[config.mk]
export PLATFORM = sky130hd
export DESIGN_NAME = m_multiplier_flat
export DESIGN_NICKNAME = d
export VERILOG_FILES = /design/src/rtl/m_multiplier_if.sv /design/src/rtl/m_multiplier.sv /design/src/flat_wrapper.sv
export SDC_FILE = /design/constraint.sdc
export NUM_CORES = 1
export LEC_CHECK = 0
export ABC_AREA = 1
export BUFFER_PORTS_ARGS = -buffer_cell sky130_fd_sc_hd__buf_4
export CAP_MARGIN = 10
export CORE_ASPECT_RATIO = 2
export CORE_MARGIN = 4
export CORE_UTILIZATION = 55
export CTS_CLUSTER_SIZE = 28
export DETAILED_ROUTE_END_ITERATION = 16
export GPL_TIMING_DRIVEN = 0
export PLACE_DENSITY = 0.88
export SLEW_MARGIN = 20
export SYNTH_ARGS = -nofsm -noshare
export SYNTH_HDL_FRONTEND = slang
export SYNTH_SLANG_ARGS = --single-unit
[constraint.sdc]
create_clock -name clk -period 2.45 [get_ports clk]
set_input_delay 0.735 -clock clk [delete_from_list [all_inputs] [get_ports clk]]
set_output_delay 0.735 -clock clk [all_outputs]
set_load 0.02 [all_outputs]
[src/rtl/m_multiplier_if.sv]
// Request/response bundle for the iterative 32x32 multiplier.
// The master drives the request; the slave returns busy/valid/result.
interface m_multiplier_if;
  logic        start;
  logic [1:0]  op;
  logic [31:0] rs1;
  logic [31:0] rs2;
  logic        busy;
  logic        valid;
  logic [31:0] result;

  modport master (
    output start,
    output op,
    output rs1,
    output rs2,
    input  busy,
    input  valid,
    input  result
  );

  modport slave (
    input  start,
    input  op,
    input  rs1,
    input  rs2,
    output busy,
    output valid,
    output result
  );
endinterface

[src/rtl/m_multiplier.sv]
// Radix-2 sign-magnitude shift-add multiplier for MUL/MULH/MULHSU/MULHU.
// One bit per cycle over 32 cycles, then a sign fix-up and a one-cycle DONE.
module m_multiplier #(
  parameter bit EARLY_ZERO = 1'b1
) (
  input logic          clk,
  input logic          resetn,
  m_multiplier_if.slave bus
);

  typedef enum logic [1:0] {StIdle, StCalc, StFix, StDone} state_e;

  localparam logic [1:0] OpMul = 2'b00;

  state_e      state_q, state_d;
  logic [63:0] prod_q, prod_d;
  logic [31:0] mcand_q, mcand_d;
  logic [5:0]  cnt_q, cnt_d;
  logic        neg_q, neg_d;
  logic [1:0]  op_q, op_d;
  logic [31:0] result_q, result_d;

  logic        rs1_signed, rs2_signed;
  logic        rs1_neg, rs2_neg;
  logic [31:0] mag1, mag2;
  logic [32:0] sum;
  logic [63:0] fixed;

  // Operand decode; a negative 0x80000000 maps to magnitude 2^31 in 32 unsigned bits.
  always_comb begin
    rs1_signed = (bus.op != 2'b11);
    rs2_signed = ~bus.op[1];
    rs1_neg    = rs1_signed & bus.rs1[31];
    rs2_neg    = rs2_signed & bus.rs2[31];
    mag1       = rs1_neg ? (~bus.rs1 + 32'd1) : bus.rs1;
    mag2       = rs2_neg ? (~bus.rs2 + 32'd1) : bus.rs2;
  end

  // Shift-add datapath and sign fix-up.
  always_comb begin
    sum   = {1'b0, prod_q[63:32]} + (prod_q[0] ? {1'b0, mcand_q} : 33'd0);
    fixed = neg_q ? (~prod_q + 64'd1) : prod_q;
  end

  always_comb begin
    state_d  = state_q;
    prod_d   = prod_q;
    mcand_d  = mcand_q;
    cnt_d    = cnt_q;
    neg_d    = neg_q;
    op_d     = op_q;
    result_d = result_q;

    unique case (state_q)
      StIdle: begin
        if (bus.start) begin
          op_d    = bus.op;
          mcand_d = mag1;
          prod_d  = {32'd0, mag2};
          neg_d   = rs1_neg ^ rs2_neg;
          cnt_d   = 6'd0;
          if (EARLY_ZERO && ((mag1 == 32'd0) || (mag2 == 32'd0))) begin
            prod_d   = 64'd0;
            result_d = 32'd0;
            state_d  = StDone;
          end else begin
            state_d = StCalc;
          end
        end
      end
      StCalc: begin
        // {carry, product} >> 1 after the conditional add into the upper half.
        prod_d = {sum, prod_q[31:1]};
        cnt_d  = cnt_q + 6'd1;
        if (cnt_q == 6'd31) begin
          state_d = StFix;
        end
      end
      StFix: begin
        prod_d   = fixed;
        result_d = (op_q == OpMul) ? fixed[31:0] : fixed[63:32];
        state_d  = StDone;
      end
      StDone: begin
        state_d = StIdle;
      end
      default: begin
        state_d = StIdle;
      end
    endcase
  end

  always_ff @(posedge clk or negedge resetn) begin
    if (!resetn) begin
      state_q  <= StIdle;
      prod_q   <= 64'd0;
      mcand_q  <= 32'd0;
      cnt_q    <= 6'd0;
      neg_q    <= 1'b0;
      op_q     <= 2'b00;
      result_q <= 32'd0;
    end else begin
      state_q  <= state_d;
      prod_q   <= prod_d;
      mcand_q  <= mcand_d;
      cnt_q    <= cnt_d;
      neg_q    <= neg_d;
      op_q     <= op_d;
      result_q <= result_d;
    end
  end

  assign bus.busy   = (state_q != StIdle);
  assign bus.valid  = (state_q == StDone);
  assign bus.result = result_q;

  a_done_one_cycle: assert property (@(posedge clk) disable iff (!resetn)
    (state_q == StDone) |=> (state_q == StIdle));
  a_cnt_range: assert property (@(posedge clk) disable iff (!resetn)
    (cnt_q <= 6'd32));

endmodule

[src/flat_wrapper.sv]
// flat-port wrapper written by rule: the top's interface ports become plain ports
module m_multiplier_flat 
#(
  parameter bit EARLY_ZERO = 1'b1
)
  (clk, resetn, bus_start, bus_op, bus_rs1, bus_rs2, bus_busy, bus_valid, bus_result);
  m_multiplier_if bus_i ();
  input logic clk;
  input logic resetn;
  input wire logic [$bits(bus_i.start)-1:0] bus_start;
  input wire logic [$bits(bus_i.op)-1:0] bus_op;
  input wire logic [$bits(bus_i.rs1)-1:0] bus_rs1;
  input wire logic [$bits(bus_i.rs2)-1:0] bus_rs2;
  output wire logic [$bits(bus_i.busy)-1:0] bus_busy;
  output wire logic [$bits(bus_i.valid)-1:0] bus_valid;
  output wire logic [$bits(bus_i.result)-1:0] bus_result;
  assign bus_i.start = bus_start;
  assign bus_i.op = bus_op;
  assign bus_i.rs1 = bus_rs1;
  assign bus_i.rs2 = bus_rs2;
  assign bus_busy = bus_i.busy;
  assign bus_valid = bus_i.valid;
  assign bus_result = bus_i.result;
  m_multiplier #(.EARLY_ZERO(EARLY_ZERO)) u_core (.clk(clk), .resetn(resetn), .bus(bus_i));
endmodule
==> results by stage, run 1 <==
Status:
- The run stopped with a tool error.
- It got as far as global routing and failed there.
- The tool reported: "[ERROR GRT-0232] Routing congestion too high. Check the congestion heatmap in the GUI".

Logic synthesis:
- sky130_fd_sc_hd__dfrtp_1 takes more of the synthesized area than any other cell.
- The number of nets produced by synthesis is 2,325.
- The number of enable flip-flop cells after synthesis is 0.
- The prevailing post-synth register cell is sky130_fd_sc_hd__dfrtp_1.
- Averaged over all synthesized cells, the footprint is around 6 um^2.
- Summing every instance area after synthesis gives about 14,000 um^2.
- Sorting the synthesized cells by area gives the leading types as sky130_fd_sc_hd__dfrtp_1 (26%), sky130_fd_sc_hd__nand2_1 (17%), sky130_fd_sc_hd__nand3_1 (8.5%).
- The count of different cell masters after synthesis is 55.
- Synthesis inferred 139 register bits.
- The share of the Yosys chip area taken by registers is 0.257.
- Synthesis handed over a netlist of ~2,200 instances.
- The total number of yosys warnings is 0.
- The top-area cell type share of the netlist area is 0.257.
- After synthesis, the share of flip-flops with an asynchronous set or reset is 1.00.

Placement:
- The count of buffers added on input and output ports is 102.
- The detailed placement HPWL is 51,200 um.
- The global placer's final weighted congestion is 1.20.
- The worst setup slack after placement is -0.788 ns.

STA:
- After the last repair the worst path ends at a sequential cell input.
- When the last timing repair stopped, the worst path ended at u_core.prod_q[55]$_DFFE_PN0P_/D.

Global routing:
- The maximum number of pins on one net before global-route repair is between 100 and 150.
- For this run, the total global-route usage over all layers was measured as 0.587.
- The global route total overflow is 15.

Clock network:
- Counting every sink on the clock net gives roughly 140.
- In this run, CTS created clock tree buffers numbering 17.
- Counting along the longest clock path gives a buffer depth of 2.
- The number of levels in the clock H-tree is 4.
- The cell sitting at the root of the clock tree is a sky130_fd_sc_hd__clkbuf_16.

Die:
- In this run the horizontal extent of the chip is approximately 120 um.
- The die is 230 um tall.
- 103 I/O pins were placed.
- After floorplanning, the core was divided into 80 placement rows.
- The starting density of the core is 0.562.
kinds of logic after synthesis:
logic type                 Yosys count  synth area share
xor gates and xnor gates            53            0.0355
buffers and inverters              328            0.0993
DFF                                139             0.257
and+or+nand+nor                   1311             0.419
AOI/OAI and AO/OA                  343             0.150
adders and majority gates           41            0.0385
synth_stat cells (3+ instances only):
library cell               count
sky130_fd_sc_hd__dfrtp_1     139
sky130_fd_sc_hd__o211ai_1     17
sky130_fd_sc_hd__ha_1         40
sky130_fd_sc_hd__nand2_1     626
sky130_fd_sc_hd__o221ai_1     24
sky130_fd_sc_hd__o21bai_1      7
sky130_fd_sc_hd__buf_4         5
sky130_fd_sc_hd__a31oi_1      17
sky130_fd_sc_hd__inv_1       242
sky130_fd_sc_hd__buf_2         9
sky130_fd_sc_hd__o21a_1        4
sky130_fd_sc_hd__or2_2        13
sky130_fd_sc_hd__nand3_1     230
sky130_fd_sc_hd__nor2_4        5
sky130_fd_sc_hd__a32oi_1       5
sky130_fd_sc_hd__o21ai_1      23
sky130_fd_sc_hd__xor2_1       47
sky130_fd_sc_hd__o22ai_1       7
sky130_fd_sc_hd__buf_6        10
sky130_fd_sc_hd__clkbuf_1     46
sky130_fd_sc_hd__buf_1         3
sky130_fd_sc_hd__a221oi_1     14
sky130_fd_sc_hd__nor2_2       15
sky130_fd_sc_hd__nor2_1      296
sky130_fd_sc_hd__o21ai_0     111
sky130_fd_sc_hd__nand2_2      15
sky130_fd_sc_hd__a21o_1        3
sky130_fd_sc_hd__nand2_4       4
sky130_fd_sc_hd__nand3_2       6
sky130_fd_sc_hd__a22oi_1       4
sky130_fd_sc_hd__a21oi_1      98
sky130_fd_sc_hd__nor3_1       37
sky130_fd_sc_hd__xnor2_1       4
sky130_fd_sc_hd__nand4_1      36
sky130_fd_sc_hd__and2_1        9
sky130_fd_sc_hd__nand3b_1     12
sky130_fd_sc_hd__inv_2         9
per-layer routing:
layer | GRT overflow | track usage
met5 | 0 | 0.0441
met4 | 9 | 0.658
met3 | 0 | 0.320
met2 | 6 | 0.869
met1 | 0 | 0.523
timing repair:
item                       4_1_cts
buffers inserted                39
setup endpoints to repair       96
hold buffers                     0
gates resized for setup        278
gates cloned                     4
pin swaps                       46
through the flow:
step,setup TNS (ns),utilization,hold WS [ns],instance area [um^2],instances
floorplan,-0.0881,-,0.439,13600,2215
detailed placement,-63.22,0.613,0.461,14700,2605
CTS,-1.93,0.695,0.168,16700,2678
global placement,-60.42,0.612,0.459,14700,2604
==> run 2: changes to the inputs <==
Settings changed: CORE_ASPECT_RATIO 2 to unset, CORE_UTILIZATION 55 to 40, CTS_CLUSTER_SIZE 28 to unset, PLACE_DENSITY 0.88 to unset, PLACE_DENSITY_LB_ADDON set to 0.15.
Clock period 2.45 ns to 3.2 ns, I/O delays scaled along.
==> run 2 against run 1 <==
The run now ends clean. Area after synthesis is the same. Synthesized cell count is the same.
==> results by stage, run 2 <==
Logic synthesis:
- The number of nets produced by synthesis is 2,325 (unchanged).
- Summed over all instances, the cell type with the most area after synthesis is sky130_fd_sc_hd__dfrtp_1.
- The total number of yosys warnings is 0 (unchanged).
- The post-synthesis adder-cell area fraction came to 0.0385 (unchanged).
- The count of mapped cells out of synthesis is 2,215 (unchanged).
- The average footprint of a synthesized cell is 6.10 um^2 (unchanged).
- The share of the synthesized area in compound gates (AO/OA/AOI/OAI) is 0.150 (unchanged).
- The share of async-settable or async-resettable flops after synthesis was 1.00 (unchanged).
- The count of different cell masters after synthesis is 55 (unchanged).
- The combinational family with the most area after synthesis is simple AND/OR/NAND/NOR gates.
- The total standard cell area after synthesis is 13,500 um^2 (unchanged).
- The top-area cell type share of the netlist area came to 0.257 (unchanged).
- The synthesis-stage register bit count was 139 (unchanged).
- The prevailing post-synth register cell is sky130_fd_sc_hd__dfrtp_1.
- sky130_fd_sc_hd__nand2_1 is the most common cell in the netlist.
- The XOR/XNOR share of the synthesized area is 0.0355 (unchanged).
- The sequential share of the synthesized area is 0.257 (unchanged).
- In the post-synthesis netlist, the biggest area contributors are sky130_fd_sc_hd__dfrtp_1 (26%), sky130_fd_sc_hd__nand2_1 (17%), sky130_fd_sc_hd__nand3_1 (8.5%).
- The number of enable flip-flop cells after synthesis is 0 (unchanged).
- The commonest cells after synthesis are sky130_fd_sc_hd__nand2_1 (626), sky130_fd_sc_hd__nor2_1 (296), sky130_fd_sc_hd__inv_1 (242), sky130_fd_sc_hd__nand3_1 (230), sky130_fd_sc_hd__dfrtp_1 (139).
- The simple-gate area share of the yosys netlist is 0.419 (unchanged).
- The share of synthesized area spent on multiplexers came to 0 (unchanged).

Critical path:
- The count of cells along the worst register-to-register path is 18.
- STA classifies the critical path startpoint as a flop.
- The worst flop-to-flop path endpoint is u_core.prod_q[59].
- Setup slack on the worst reg-to-reg path comes out at ~0.13 ns.
- The most critical setup path has its endpoint at u_core.prod_q[59].
- At the worst endpoint, the arrival time is between 3 and 4 ns.
- The kind of end point of the critical path is a flop.
- The worst setup path is of the reg -> reg kind.
- The launching instance or port of the critical path is u_core.prod_q[0].
- In this run the worst path has a maximum fanout of 16.
- The launching point of the worst reg2reg path is u_core.prod_q[0].
- STA puts the critical path data required time at roughly 3.6 ns.

Clock network:
- The maximum clock insertion buffer count is 2 (unchanged).
- For the worst-skew pair, the clock arrives at the later sink with an insertion delay of 0.44 ns.
- The TritonCTS clock tree is done.
- The sink count of the clock tree was 139 (unchanged).
- After clock tree synthesis, the clock-pin slew on the worst setup and hold paths is roughly 0.070 ns.
- The number of buffers inserted during clock tree synthesis is 17 (unchanged).
- The post-cts hold buffer count was 0 (unchanged).
- The number of levels in the clock H-tree came to 4 (unchanged).
- The cell at the root of the clock tree is sky130_fd_sc_hd__clkbuf_16.

Drt:
- Using the TritonRoute via totals, the vias-per-cell ratio works out to approximately 5.6.
- The wire length after detailed routing is 58,700 um.
- The first detailed-routing pass took 6 iterations.
- The wire length per cell after detailed routing is around 21 um.
- The first routing iteration left between 1,500 and 2,000 violations.
- After detailed routing, the number of remaining DRC violations is 0.
- The via count of the routed design is 15,800.
- The number of nets with antenna violations after detailed routing is 0.

Global routing:
- The number of antenna violations at the first check in global routing is 1.
- The maximum number of pins on one net before global-route repair is 92.
- The wire length of the first global-routing pass is around 89,000 um.
- After global routing the overflow that remains totals 0.
- The total global routing track utilization is 0.319.
- The number of global-route vias before repair is ~15,000.

Placement:
- The detailed placement HPWL was 48,300 um (-5.8%).
- The count of input and output buffers is 102 (unchanged).
- The global placer's final weighted congestion is 1.01 (-15%).

Power:
- Of the total power, the share spent switching nets is 0.583.
- The part of the total power dissipated in the clock network is 0.132.
- The internal power component is 6530 uW.
- The switching power total is 9130 uW.
- The share of total power dissipated in sequential elements is 0.209.
- The power per cell area is between 1000 and 1500 nW/um^2.
- The static leakage power is approximately 0.0078 uW.
- The share of total power dissipated in combinational logic is 0.659.
- The maximum ir drop on the vdd rail is ~0.44 mV.

STA:
- The transition at the pin with the smallest max-transition slack is between 0.8 and 0.9 ns.
- The final count of pins violating max slew is 0.
- Clock skew on the completed layout was measured at roughly 0.011 ns.
- Measured against its own limit, the worst slew margin works out to 0.405.
- The maximum clock frequency is roughly 330 MHz.
- The portion of the clock cycle consumed by the worst path in the final layout is 0.960.
- Setup repair after global routing could not meet its margin everywhere.
- The number of setup violations in the final report is 0.
- The worst path needs slightly above 3 ns of the cycle, external delays included.
- The hold violation count in the final report is 0.
- The total negative slack for setup checks is 0 ns.

Die:
- The core box area is approximately 33,000 um^2.
- The I/O pin count is 103 (unchanged).
- The die outline height is 192 um (-16%).
- The number of rows in the core area was 67 (-16%).
- The die covers 36,800 um^2.
- The floorplan die width was 192 um (+61%).
- The starting density of the core is 0.404 (-0.158).

Cells and area:
- 0 antenna diodes ended up in the layout.
- The end-of-flow core utilization is 0.465.
- Relative to the synthesized area, the layout overhead comes to 15.2%.
- The library cells used most frequently in the layout, excluding fill and tap cells, are sky130_fd_sc_hd__nand2_1 (624), sky130_fd_sc_hd__nor2_1 (294), sky130_fd_sc_hd__inv_1 (241), sky130_fd_sc_hd__nand3_1 (229), sky130_fd_sc_hd__dfrtp_1 (139).
- Of the cells placed in the final design, the portion with a size suffix greater than 1 is 0.108.
- Leaving out fill and tap cells, the most frequent cell in the layout is sky130_fd_sc_hd__nand2_1.
- At the end of the flow, the number of nets in the layout was roughly 2,500.
- The flip-flop count of the largest register after layout is 64.
- The fill cell instance count of the final layout is around 3,600.
- The register with the most flip-flops in the final layout is u_core.prod_q.

Run:
- The max-capacitance violation count is 0.

Worst hold path:
- The tightest min-delay check is of the in -> async type.

Status:
- The flow ran to the end, and the final reports show no timing, DRC or antenna violations.
-- run 2: cell counts after synthesis --
Identical to the previous run, type by type.
-- run 2: power by group through the flow --
stage	registers (uW)	clock network (uW)	logic (uW)
floorplan	3060	0	6410
global placement	3240	0	9880
detailed placement	3240	0	9920
CTS	3210	2090	9970
global route	3330	2170	11200
finish	3270	2070	10300
-- run 2: kinds of logic (layout without fill, tap and decap cells) --
kind of cell	count (synthesis)	count (layout)
xor+xnor	53	53
compound gates	343	343
fa+ha+maj	41	41
simple gates	1311	1311
buf+inv	328	466
flops	139	139
-- run 2: worst min-delay path by stage --
stage | from | to | slack, ns | depth (start not counted)
floorplan | u_core.op_q[0] | u_core.op_q[0] | 0.45 | 2
global placement | u_core.bus.result[1] | u_core.bus.result[1] | 0.47 | 2
detailed placement | u_core.bus.result[2] | u_core.bus.result[2] | 0.46 | 2
CTS | resetn | u_core.prod_q[21] | 0.41 | 1
global route | resetn | u_core.prod_q[8] | 0.43 | 1
finish | resetn | u_core.prod_q[8] | 0.40 | 1
-- run 2: per-layer routing --
layer / up-vias / share of wire / global-route usage
met2: 719 / 0.41 / 0.450
li1: 7540 / - / -
met3: 112 / 0.093 / 0.0638
met5: - / 0.00022 / 0
met1: 7413 / 0.47 / 0.481
met4: 2 / 0.033 / 0.109
-- run 2: layout make-up --
class                      count  area (um^2)  share of cell area
tap                          448          561              0.0360
inverter                     255          970              0.0623
buffer                        71          373              0.0240
clock buffer                  17          425              0.0273
sequential                   139         3480               0.223
timing repair buffer         108          838              0.0539
clock inverter                15          170              0.0109
multi-input combinational   1748         8750               0.562
-- run 2: what timing repair did --
| item | 4_1_cts | 5_1_grt |
|---|---|---|
| setup buffers | 0 | 5 |
| endpoints found under the setup margin | 8 | 50 |
| gates resized for setup | 1 | 20 |
| pin swaps | 0 | 3 |
-- run 2: critical path: stages, from the launching register on --
cell,delay [ns]
sky130_fd_sc_hd__dfrtp_1,0.34
sky130_fd_sc_hd__buf_6,0.17
sky130_fd_sc_hd__nand2_1,0.07
sky130_fd_sc_hd__inv_1,0.08
sky130_fd_sc_hd__ha_1,0.17
sky130_fd_sc_hd__inv_1,0.06
sky130_fd_sc_hd__fa_1,0.37
sky130_fd_sc_hd__inv_1,0.11
sky130_fd_sc_hd__nand3_1,0.08
sky130_fd_sc_hd__nand2_1,0.12
sky130_fd_sc_hd__a21oi_1,0.12
sky130_fd_sc_hd__o21ai_1,0.43
sky130_fd_sc_hd__nand2_1,0.11
sky130_fd_sc_hd__nand2_1,0.18
sky130_fd_sc_hd__nand3_1,0.10
sky130_fd_sc_hd__nand2_1,0.11
sky130_fd_sc_hd__or2_2,0.11
sky130_fd_sc_hd__nand3_1,0.14
sky130_fd_sc_hd__o211ai_1,0.12
-- run 2: stage by stage --
step	instances	area (um^2)	setup slack (ns)	total power (uW)	hold WS (ns)
6_report	2801	15600	0.129	15700	0.405
5_1_grt	2801	15600	-0.0150	16700	0.430
4_1_cts	2797	15500	0.0784	15300	0.415
3_5_place_dp	2766	14900	-0.282	13200	0.463
3_3_place_gp	2765	14800	-0.245	13100	0.469
2_1_floorplan	2215	13500	0.465	9470	0.450
(Power assumes the default switching activity.)
